$ cat src/rtl/pos_mask_assembler_pkg.sv
// Shared definitions for the position-code mask assembler and its neighbours.
//   MASK_W    : default width of the reassembled word
//   CODE_W    : default width of a position code (must be able to hold MASK_W)
//   POS_NONE  : the "no bit" code, equal to MASK_W
//   ST_ACCUM / ST_HOLD : assembler state encodings
//   pos_to_onehot : position code -> one-hot word, position 0 = MSB
package pos_mask_assembler_pkg;

  localparam int unsigned MASK_W = 32;
  localparam int unsigned CODE_W = $clog2(MASK_W) + 1;

  localparam logic [CODE_W-1:0] POS_NONE = CODE_W'(MASK_W);

  localparam logic [0:0] ST_ACCUM = 1'b0;
  localparam logic [0:0] ST_HOLD  = 1'b1;

  // Codes >= MASK_W map to an all-zero word.
  function automatic logic [MASK_W-1:0] pos_to_onehot(input logic [CODE_W-1:0] pos);
    logic [MASK_W-1:0] oh;
    oh = '0;
    for (int unsigned i = 0; i < MASK_W; i++) begin
      oh[i] = (pos == CODE_W'(MASK_W - 1 - i));
    end
    return oh;
  endfunction

endpackage

$ cat src/rtl/pos_mask_assembler.sv
// Rebuilds a WIDTH-bit word from a stream of bit-position codes (position 0 = MSB,
// code WIDTH = no bit). One word is emitted per pos_last beat, then held until taken.
//   clk, rst_n          : clock, asynchronous active-low reset
//   pos_in/pos_valid/pos_last/pos_ready : input beat stream
//   word_out/word_cnt/err_dup/err_range : assembled word, distinct-bit count, error flags
//   word_valid/word_ready                 : output handshake
module pos_mask_assembler
  import pos_mask_assembler_pkg::*;
#(
  parameter int unsigned WIDTH = MASK_W,
  parameter int unsigned POS_W = CODE_W
) (
  input  logic             clk,
  input  logic             rst_n,
  input  logic [POS_W-1:0] pos_in,
  input  logic             pos_valid,
  input  logic             pos_last,
  output logic             pos_ready,
  output logic [WIDTH-1:0] word_out,
  output logic             word_valid,
  input  logic             word_ready,
  output logic [POS_W-1:0] word_cnt,
  output logic             err_dup,
  output logic             err_range
);

  localparam logic [POS_W-1:0] CODE_NONE = POS_W'(WIDTH);

  logic [0:0]       state_q, state_d;
  logic [WIDTH-1:0] acc_q, acc_d;
  logic [POS_W-1:0] cnt_q, cnt_d;
  logic             dup_q, dup_d;
  logic             rng_q, rng_d;
  logic [WIDTH-1:0] word_q, word_d;
  logic [POS_W-1:0] wcnt_q, wcnt_d;
  logic             wdup_q, wdup_d;
  logic             wrng_q, wrng_d;
  logic             wvalid_q, wvalid_d;

  logic [WIDTH-1:0] hit;
  logic             in_range, over_range, already, beat;
  logic [WIDTH-1:0] acc_upd;
  logic [POS_W-1:0] cnt_upd;
  logic             dup_upd, rng_upd;

  // Decode the incoming code to the MSB-first bit it addresses.
  always_comb begin
    hit = '0;
    for (int unsigned i = 0; i < WIDTH; i++) begin
      hit[i] = (pos_in == POS_W'(WIDTH - 1 - i));
    end
  end

  // Accumulator contents as they would be after absorbing the current beat.
  always_comb begin
    in_range   = (pos_in < CODE_NONE);
    over_range = (pos_in > CODE_NONE);
    already    = |(acc_q & hit);
    acc_upd    = acc_q | hit;
    cnt_upd    = (in_range && !already) ? cnt_q + POS_W'(1) : cnt_q;
    dup_upd    = dup_q | (in_range & already);
    rng_upd    = rng_q | over_range;
  end

  assign beat = pos_valid & pos_ready;

  // Next-state and register-input logic.
  always_comb begin
    state_d  = state_q;
    acc_d    = acc_q;
    cnt_d    = cnt_q;
    dup_d    = dup_q;
    rng_d    = rng_q;
    word_d   = word_q;
    wcnt_d   = wcnt_q;
    wdup_d   = wdup_q;
    wrng_d   = wrng_q;
    wvalid_d = wvalid_q;

    case (state_q)
      ST_ACCUM: begin
        if (beat) begin
          if (pos_last) begin
            word_d   = acc_upd;
            wcnt_d   = cnt_upd;
            wdup_d   = dup_upd;
            wrng_d   = rng_upd;
            wvalid_d = 1'b1;
            state_d  = ST_HOLD;
            acc_d    = '0;
            cnt_d    = '0;
            dup_d    = 1'b0;
            rng_d    = 1'b0;
          end else begin
            acc_d = acc_upd;
            cnt_d = cnt_upd;
            dup_d = dup_upd;
            rng_d = rng_upd;
          end
        end
      end
      ST_HOLD: begin
        if (wvalid_q && word_ready) begin
          wvalid_d = 1'b0;
          state_d  = ST_ACCUM;
        end
      end
      default: begin
        state_d = ST_ACCUM;
      end
    endcase
  end

  // State, accumulator and output registers.
  always_ff @(posedge clk or negedge rst_n) begin
    if (!rst_n) begin
      state_q  <= ST_ACCUM;
      acc_q    <= '0;
      cnt_q    <= '0;
      dup_q    <= 1'b0;
      rng_q    <= 1'b0;
      word_q   <= '0;
      wcnt_q   <= '0;
      wdup_q   <= 1'b0;
      wrng_q   <= 1'b0;
      wvalid_q <= 1'b0;
    end else begin
      state_q  <= state_d;
      acc_q    <= acc_d;
      cnt_q    <= cnt_d;
      dup_q    <= dup_d;
      rng_q    <= rng_d;
      word_q   <= word_d;
      wcnt_q   <= wcnt_d;
      wdup_q   <= wdup_d;
      wrng_q   <= wrng_d;
      wvalid_q <= wvalid_d;
    end
  end

  // Ready depends only on the state register, never on word_ready.
  assign pos_ready  = (state_q == ST_ACCUM);
  assign word_out   = word_q;
  assign word_cnt   = wcnt_q;
  assign err_dup    = wdup_q;
  assign err_range  = wrng_q;
  assign word_valid = wvalid_q;

endmodule

$ cat config.mk
export PLATFORM = sky130hd
export DESIGN_NAME = pos_mask_assembler
export DESIGN_NICKNAME = d
export VERILOG_FILES = /design/src/rtl/pos_mask_assembler_pkg.sv /design/src/rtl/pos_mask_assembler.sv
export SDC_FILE = /design/constraint.sdc
export NUM_CORES = 1
export LEC_CHECK = 0
export ABC_AREA = 1
export BUFFER_PORTS_ARGS = -buffer_cell sky130_fd_sc_hd__buf_2
export CORE_MARGIN = 1.5
export CORE_UTILIZATION = 55
export DETAILED_ROUTE_END_ITERATION = 16
export GPL_TIMING_DRIVEN = 0
export PLACE_DENSITY_LB_ADDON = 0.2
export SLEW_MARGIN = 20
export SYNTH_ARGS = -nofsm -noshare
export SYNTH_HDL_FRONTEND = slang
export SYNTH_SLANG_ARGS = --single-unit
$ cat constraint.sdc
create_clock -name clk -period 1.7 [get_ports clk]
set_clock_uncertainty 0.2 [all_clocks]
set_input_delay 0.34 -clock clk [delete_from_list [all_inputs] [get_ports clk]]
set_output_delay 0.34 -clock clk [all_outputs]
set_load 0.01 [all_outputs]
==> results of run 1 <==
-- synth_stat cells (all sizes together) --
| master | count |
|---|---|
| nand4 | 22 |
| clkbuf | 13 |
| xor2 | 4 |
| o21ai | 27 |
| a211oi | 19 |
| clkinv | 1 |
| o21a | 1 |
| and2 | 1 |
| nand3 | 46 |
| nor3 | 6 |
| dfrtp | 82 |
| buf | 12 |
| nor2 | 24 |
| and3 | 7 |
| a31oi | 1 |
| a21oi | 13 |
| nand2 | 161 |
| ha | 1 |
| inv | 64 |
-- layout by cell type, fill, tap and decap left out, types with 8 or more instances in the layout --
| master | instances |
|---|---|
| nand2_1 | 144 |
| dfrtp_1 | 82 |
| inv_1 | 57 |
| buf_2 | 54 |
| nand3_1 | 41 |
| o21ai_0 | 25 |
| nand4_1 | 22 |
| a211oi_1 | 15 |
| nand2_2 | 14 |
| a21oi_1 | 13 |
| nor2_2 | 12 |
| clkbuf_8 | 12 |
| buf_6 | 8 |
-- flip-flops by register name (all words and copies together), names as in the netlist --
signal / flops
acc_q: 32
word_out: 32
cnt_q: 6
word_cnt: 6
dup_q: 1
err_dup: 1
err_range: 1
rng_q: 1
state_q: 1
word_valid: 1
-- critical path, delay by kind of cell --
family	cells	cell delay, ns
buf+inv	2	0.27
simple gates	12	1.19
-- layout make-up --
type	instances	share of cell area, %
inverter	65	5.278
multi-input combinational	333	35.46
clock buffer	11	3.041
tap	99	2.488
clock inverter	5	1.231
timing repair buffer	60	7.514
buffer	25	3.770
sequential	82	41.22
-- report_power, final --
part / switching [uW] / leakage (uW) / internal [uW] / total, uW
logic: 798 / 0.00143 / 418 / 1220
registers: 145 / 0.00113 / 2160 / 2300
clock network: 733 / 0.0000982 / 764 / 1500
-- per-layer routing --
layer | vias up | GRT usage [%] | share of wire [%]
met1 | 1744 | 36.65 | 44
met3 | 26 | 3.601 | 4.3
met5 | - | 0 | 0
li1 | 1773 | - | -
met2 | 114 | 47.16 | 48
met4 | 0 | 12.03 | 3.0
-- metrics by stage --
stage / std cells / utilization (%) / worst slack (ns) / TNS (ns) / hold WS [ns]
after floorplan: 505 / - / -0.0005242 / -0.0005242 / -0.1556
after global placement: 655 / 62.45 / -0.5253 / -64.65 / 0.2603
after detailed placement: 656 / 62.76 / -0.5188 / -21.36 / 0.1423
after CTS: 678 / 67.62 / 0.001233 / 0 / 0.02820
after global routing: 680 / 69.01 / -0.1479 / -1.295 / 0.07501
final: 680 / 69.01 / -0.05129 / -0.3152 / 0.03663
-- worst paths after layout --
kind	startpoint	end	slack, ns
setup reg to reg	acc_q[2]	cnt_q[4]	-0.04
min in group asynchronous	rst_n	word_out[8]	0.30
hold / removal	word_ready	word_valid	0.04
hold reg to reg	word_cnt[1]	word_cnt[1]	0.28
setup / recovery	pos_in[1]	cnt_q[4]	-0.05
max in group asynchronous	rst_n	err_dup	0.40
-- what timing repair did --
item	CTS	global route
pin swaps	11	9
endpoints found under the setup margin	79	59
hold buffers	1	0
endpoints found under the hold margin	37	0
setup buffers	5	2
resized for setup	30	34
-- cells by family (layout without fill, tap and decap cells) --
logic type / after synthesis / after routing / share of synthesized area [%]
AO/OA/AOI/OAI: 61 / 61 / 8.716
XOR/XNOR: 4 / 4 / 0.8562
adder cells (fa/ha/maj): 1 / 1 / 0.3058
buffers and inverters: 90 / 166 / 9.755
flip-flops: 82 / 82 / 50.15
AND/OR/NAND/NOR: 267 / 267 / 30.21
==> out/summary.txt, run 1 <==
P&R area growth vs syn: 21.68%
Max Cap Violations: 0
clk sink count: 82
Crit path required time: 1.75 ns
Worst Setup End Kind: flop
Mapped Area: 4091 sq um
Post-DRT Antenna Nets: 0
total power: 5016 uW
Slew Limit Headroom: 66.52%
Setup violations, final: 9
Synth area leader: dfrtp_1
leakage: 0.002657 uW
top cell type's share of synthesized area: 50.15%
Die H: 89.25 um
Final Critical Period: 1.751 ns
PwrDens: 1008 nW/um^2
status: finished with violations
Final Hold Fails: 0
row count: 31
DRC: 0
wirelength, routed: 10.57 mm
GR Overflow Total: 0
Slew @ Worst Pin: 0.5022 ns
cell count after synthesis: 505
crit-path cells: buf_2 > inv_2 > nand2_4 > nor2_2 > nand3_1 > nand2_1 > nor2_2 > nand2_2 > nor2_4 > nand3_4 > nand2_2 > nand2_2 > nand2_1 > nand2_1
iteration count of the initial detailed-routing pass: 5
Synth warnings: 0
count of cell types in the netlist: 30
global placement routability congestion: 0.9560
ANT cells: 0
Seq/Total Area, Yosys: 50.15%
number of H-tree levels: 3
Reg area: 2052 sq um
nets: 588
routed vias: 3,657
CTS Root Cell: clkbuf_8
Hold Crit Class: in -> reg
vias in the first global route: 3,499
layout cells sized above 1: 26.68%
Num CTS Buffers: 9
largest net degree at the start of global routing: 46
crit path kind: in -> reg
Hold Crit Depth: 4
final period utilization: 103.0%
Post-Syn Area per Cell: 8.102 sq um
CORE AREA: 7214 sq um
CP arrival: 1.80 ns
cell area after layout: 4979 sq um
Synth area leaders: dfrtp_1 (50%), nand2_1 (14%), inv_1 (5.8%), nand3_1 (5.1%), a211oi_1 (3.5%)
# IOs: 53
Area after DPL: 4528 sq um
Vias/cell: 5.378
fin. max-slew vios: 0
later-pin clock latency in the skew report: 0.36 ns
Starting Density: 56.71%
highest cell delay on the worst timing path: 0.22 ns
area occupied by multi-input gates: 1765 sq um
CTS tree: done
GRT Total Usage: 28.09%
#FFs+latches synth: 82
Die Wd: 89.25 um
crit start category: input pin
Fmax: 0.5710 GHz
die area: 7966 sq um
slowest CP cell: nor2_4
port buffer count: 51
setup ws final: -0.05129 ns
worst vdd ir: 573.5 uV
Mapped Nets: 517
R2R depth: 10
Clock transition at path regs: 0.09 ns
HPWL after detailed placement: 7.421 mm
RSZ-0062 raised after global routing: yes
initial DRC count: 221
initial antenna violation count: 0
Longest Clk Path Bufs: 2
wire per inst: 15.55 um
global-route wire length before repair: 16.87 mm
worst-path maximum fanout: 6
failing checks: negative setup slack
fillcell total: 649
Power figures use the tool's default switching activity.
==> inputs of run 2 (changes only) <==
- BUFFER_PORTS_ARGS: -buffer_cell sky130_fd_sc_hd__buf_2 -> -buffer_cell sky130_fd_sc_hd__buf_4
==> run 2 against run 1 <==
The run still ends with negative setup slack left. Clock power rose by 7%. Final area up 2.3%. Count of clock-buffer cells in the layout shrank 2. Via count grew 3.0%. Global-route usage is 0.29 points lower. Die area did not move. Fmax up 1.7%. Setup slack better by 0.030 ns. Non-clock buffer count rose by 6. Critical path depth unchanged. Core utilization is 1.6 points higher. Sequential power about the same. Critical endpoint is now cnt_q[2].
==> out/summary.txt, run 2 (synthesized netlist as in run 1, its figures left out) <==
status: finished with violations
failing checks: negative setup slack
PwrDens: 1024 nW/um^2
port buffer count: 51
Setup violations, final: 5
Clock transition at path regs: 0.09 ns
hold_ws: 0.02579 ns
leakage: 0.002682 uW
Num CTS Buffers: 9
Reg area: 2052 sq um
wirelength, routed: 10.33 mm
Vias/cell: 5.493
# IOs: 53
area occupied by multi-input gates: 1733 sq um
r2r setup slk: -0.02 ns
clk sink count: 82
Post-DRT Antenna Nets: 0
GRT Total Usage: 27.81%
Worst Setup End Kind: flop
crit start category: input pin
Final Hold Fails: 0
crit path kind: in -> reg
number of H-tree levels: 3
routed vias: 3,768
fillcell total: 588
commonest non-fill, non-tap cell in the layout: nand2_1
CP arrival: 1.79 ns
cell count after placement: 655
largest net degree at the start of global routing: 83
RSZ-0062 raised after global routing: yes
cell area after layout: 5095 sq um
Die H: 89.25 um
global-route wire length before repair: 16.53 mm
Max Cap Violations: 0
wire per inst: 15.06 um
vias in the first global route: 3,436
Crit path required time: 1.76 ns
setup ws final: -0.02134 ns
Die Wd: 89.25 um
Hold Crit Class: in -> reg
setup_tns: -0.06752 ns
fin util: 70.62%
worst-path maximum fanout: 6
CTS Root Cell: clkbuf_8
iteration count of the initial detailed-routing pass: 5
Fmax: 0.5809 GHz
DRC: 0
Starting Density: 56.71%
die area: 7966 sq um
fin. max-slew vios: 0
Area after DPL: 4633 sq um
initial DRC count: 347
worst vdd ir: 801.8 uV
CORE AREA: 7214 sq um
layout cells sized above 1: 26.58%
HPWL after detailed placement: 7.154 mm
initial antenna violation count: 0
later-pin clock latency in the skew report: 0.36 ns
final cell count without fillers: 686
final period utilization: 101.3%
CTS tree: done
Slew Limit Headroom: 51.70%
Slew @ Worst Pin: 0.7245 ns
Final Critical Period: 1.721 ns
GR Overflow Total: 0
global placement routability congestion: 0.9849
row count: 31
P&R area growth vs syn: 24.53%
ANT cells: 0
commonest cells after routing, fill and taps aside: nand2_1 (145), dfrtp_1 (82), buf_4 (64), inv_1 (59), nand3_1 (39)
nets: 594
Longest Clk Path Bufs: 2
[run 2: changes by cell type in the layout (fill, tap and decap cells not counted), moves of 3 or more]
cell      before  now
buf_12         3    0
buf_2         54    3
buf_4          7   64
clkbuf_4       5    9
nand2_4        3    0
[run 2: worst max-delay path, cell delays in order]
cell	delay, ns
buf_4	0.15
inv_12	0.04
nand2_2	0.11
inv_1	0.12
nand4_1	0.09
nand2_1	0.08
nor2_2	0.12
nand2_2	0.08
nor2_4	0.21
nand3_4	0.17
nand2_2	0.11
nand2_2	0.06
nand2_1	0.05
nand2_1	0.05
[run 2: what timing repair did]
| action | 4_1_cts | 5_1_grt |
|---|---|---|
| hold buffers | 1 | 0 |
| endpoints found under the hold margin | 82 | 0 |
| setup endpoints to repair | 80 | 79 |
| resized for setup | 21 | 34 |
| pin swaps | 8 | 18 |
| buffers inserted | 5 | 9 |
[run 2: routing by layer]
| metal | up-vias | routed length, um | GRT usage [%] |
|---|---|---|---|
| met5 | - | 0 | 0 |
| met4 | 0 | 427 | 13.43 |
| met3 | 44 | 525 | 3.786 |
| met2 | 128 | 4860 | 45.04 |
| met1 | 1813 | 4518 | 36.98 |
| li1 | 1783 | - | - |
[run 2: path summary, 6_finish.rpt]
| check | start | to | depth (start not counted) |
|---|---|---|---|
| hold / removal | word_ready | state_q | 4 |
| min in group asynchronous | rst_n | word_out[13] | 2 |
| hold reg to reg | word_out[20] | word_out[20] | 2 |
| setup / recovery | pos_in[3] | cnt_q[2] | 14 |
| max in group asynchronous | rst_n | dup_q | 2 |
| setup reg to reg | acc_q[18] | cnt_q[2] | 10 |
[run 2: through the flow]
| stage | total power (uW) | setup slack (ns) |
|---|---|---|
| final | 5216 | -0.02134 |
| after floorplan | 3033 | -0.0005242 |
| after CTS | 5179 | -0.003409 |
| after global placement | 3521 | -0.4649 |
| after global routing | 5484 | -0.1271 |
| after detailed placement | 3562 | -0.5001 |
[run 2: cell type report]
type,instances,area share [%]
flip-flops and latches,82,40.28
multi-input cells,333,34.01
repair buffers,66,9.848
inverters,65,5.182
plain buffers,25,3.880
clock buffers,9,2.431
well taps,99,2.431
clock inverters,7,1.940
[run 2: where the power goes]
group	switching [uW]	internal (uW)	total, uW
sequential	161	2160	2320
combinational	783	501	1280
clock	772	840	1610
total	1720	3500	5220
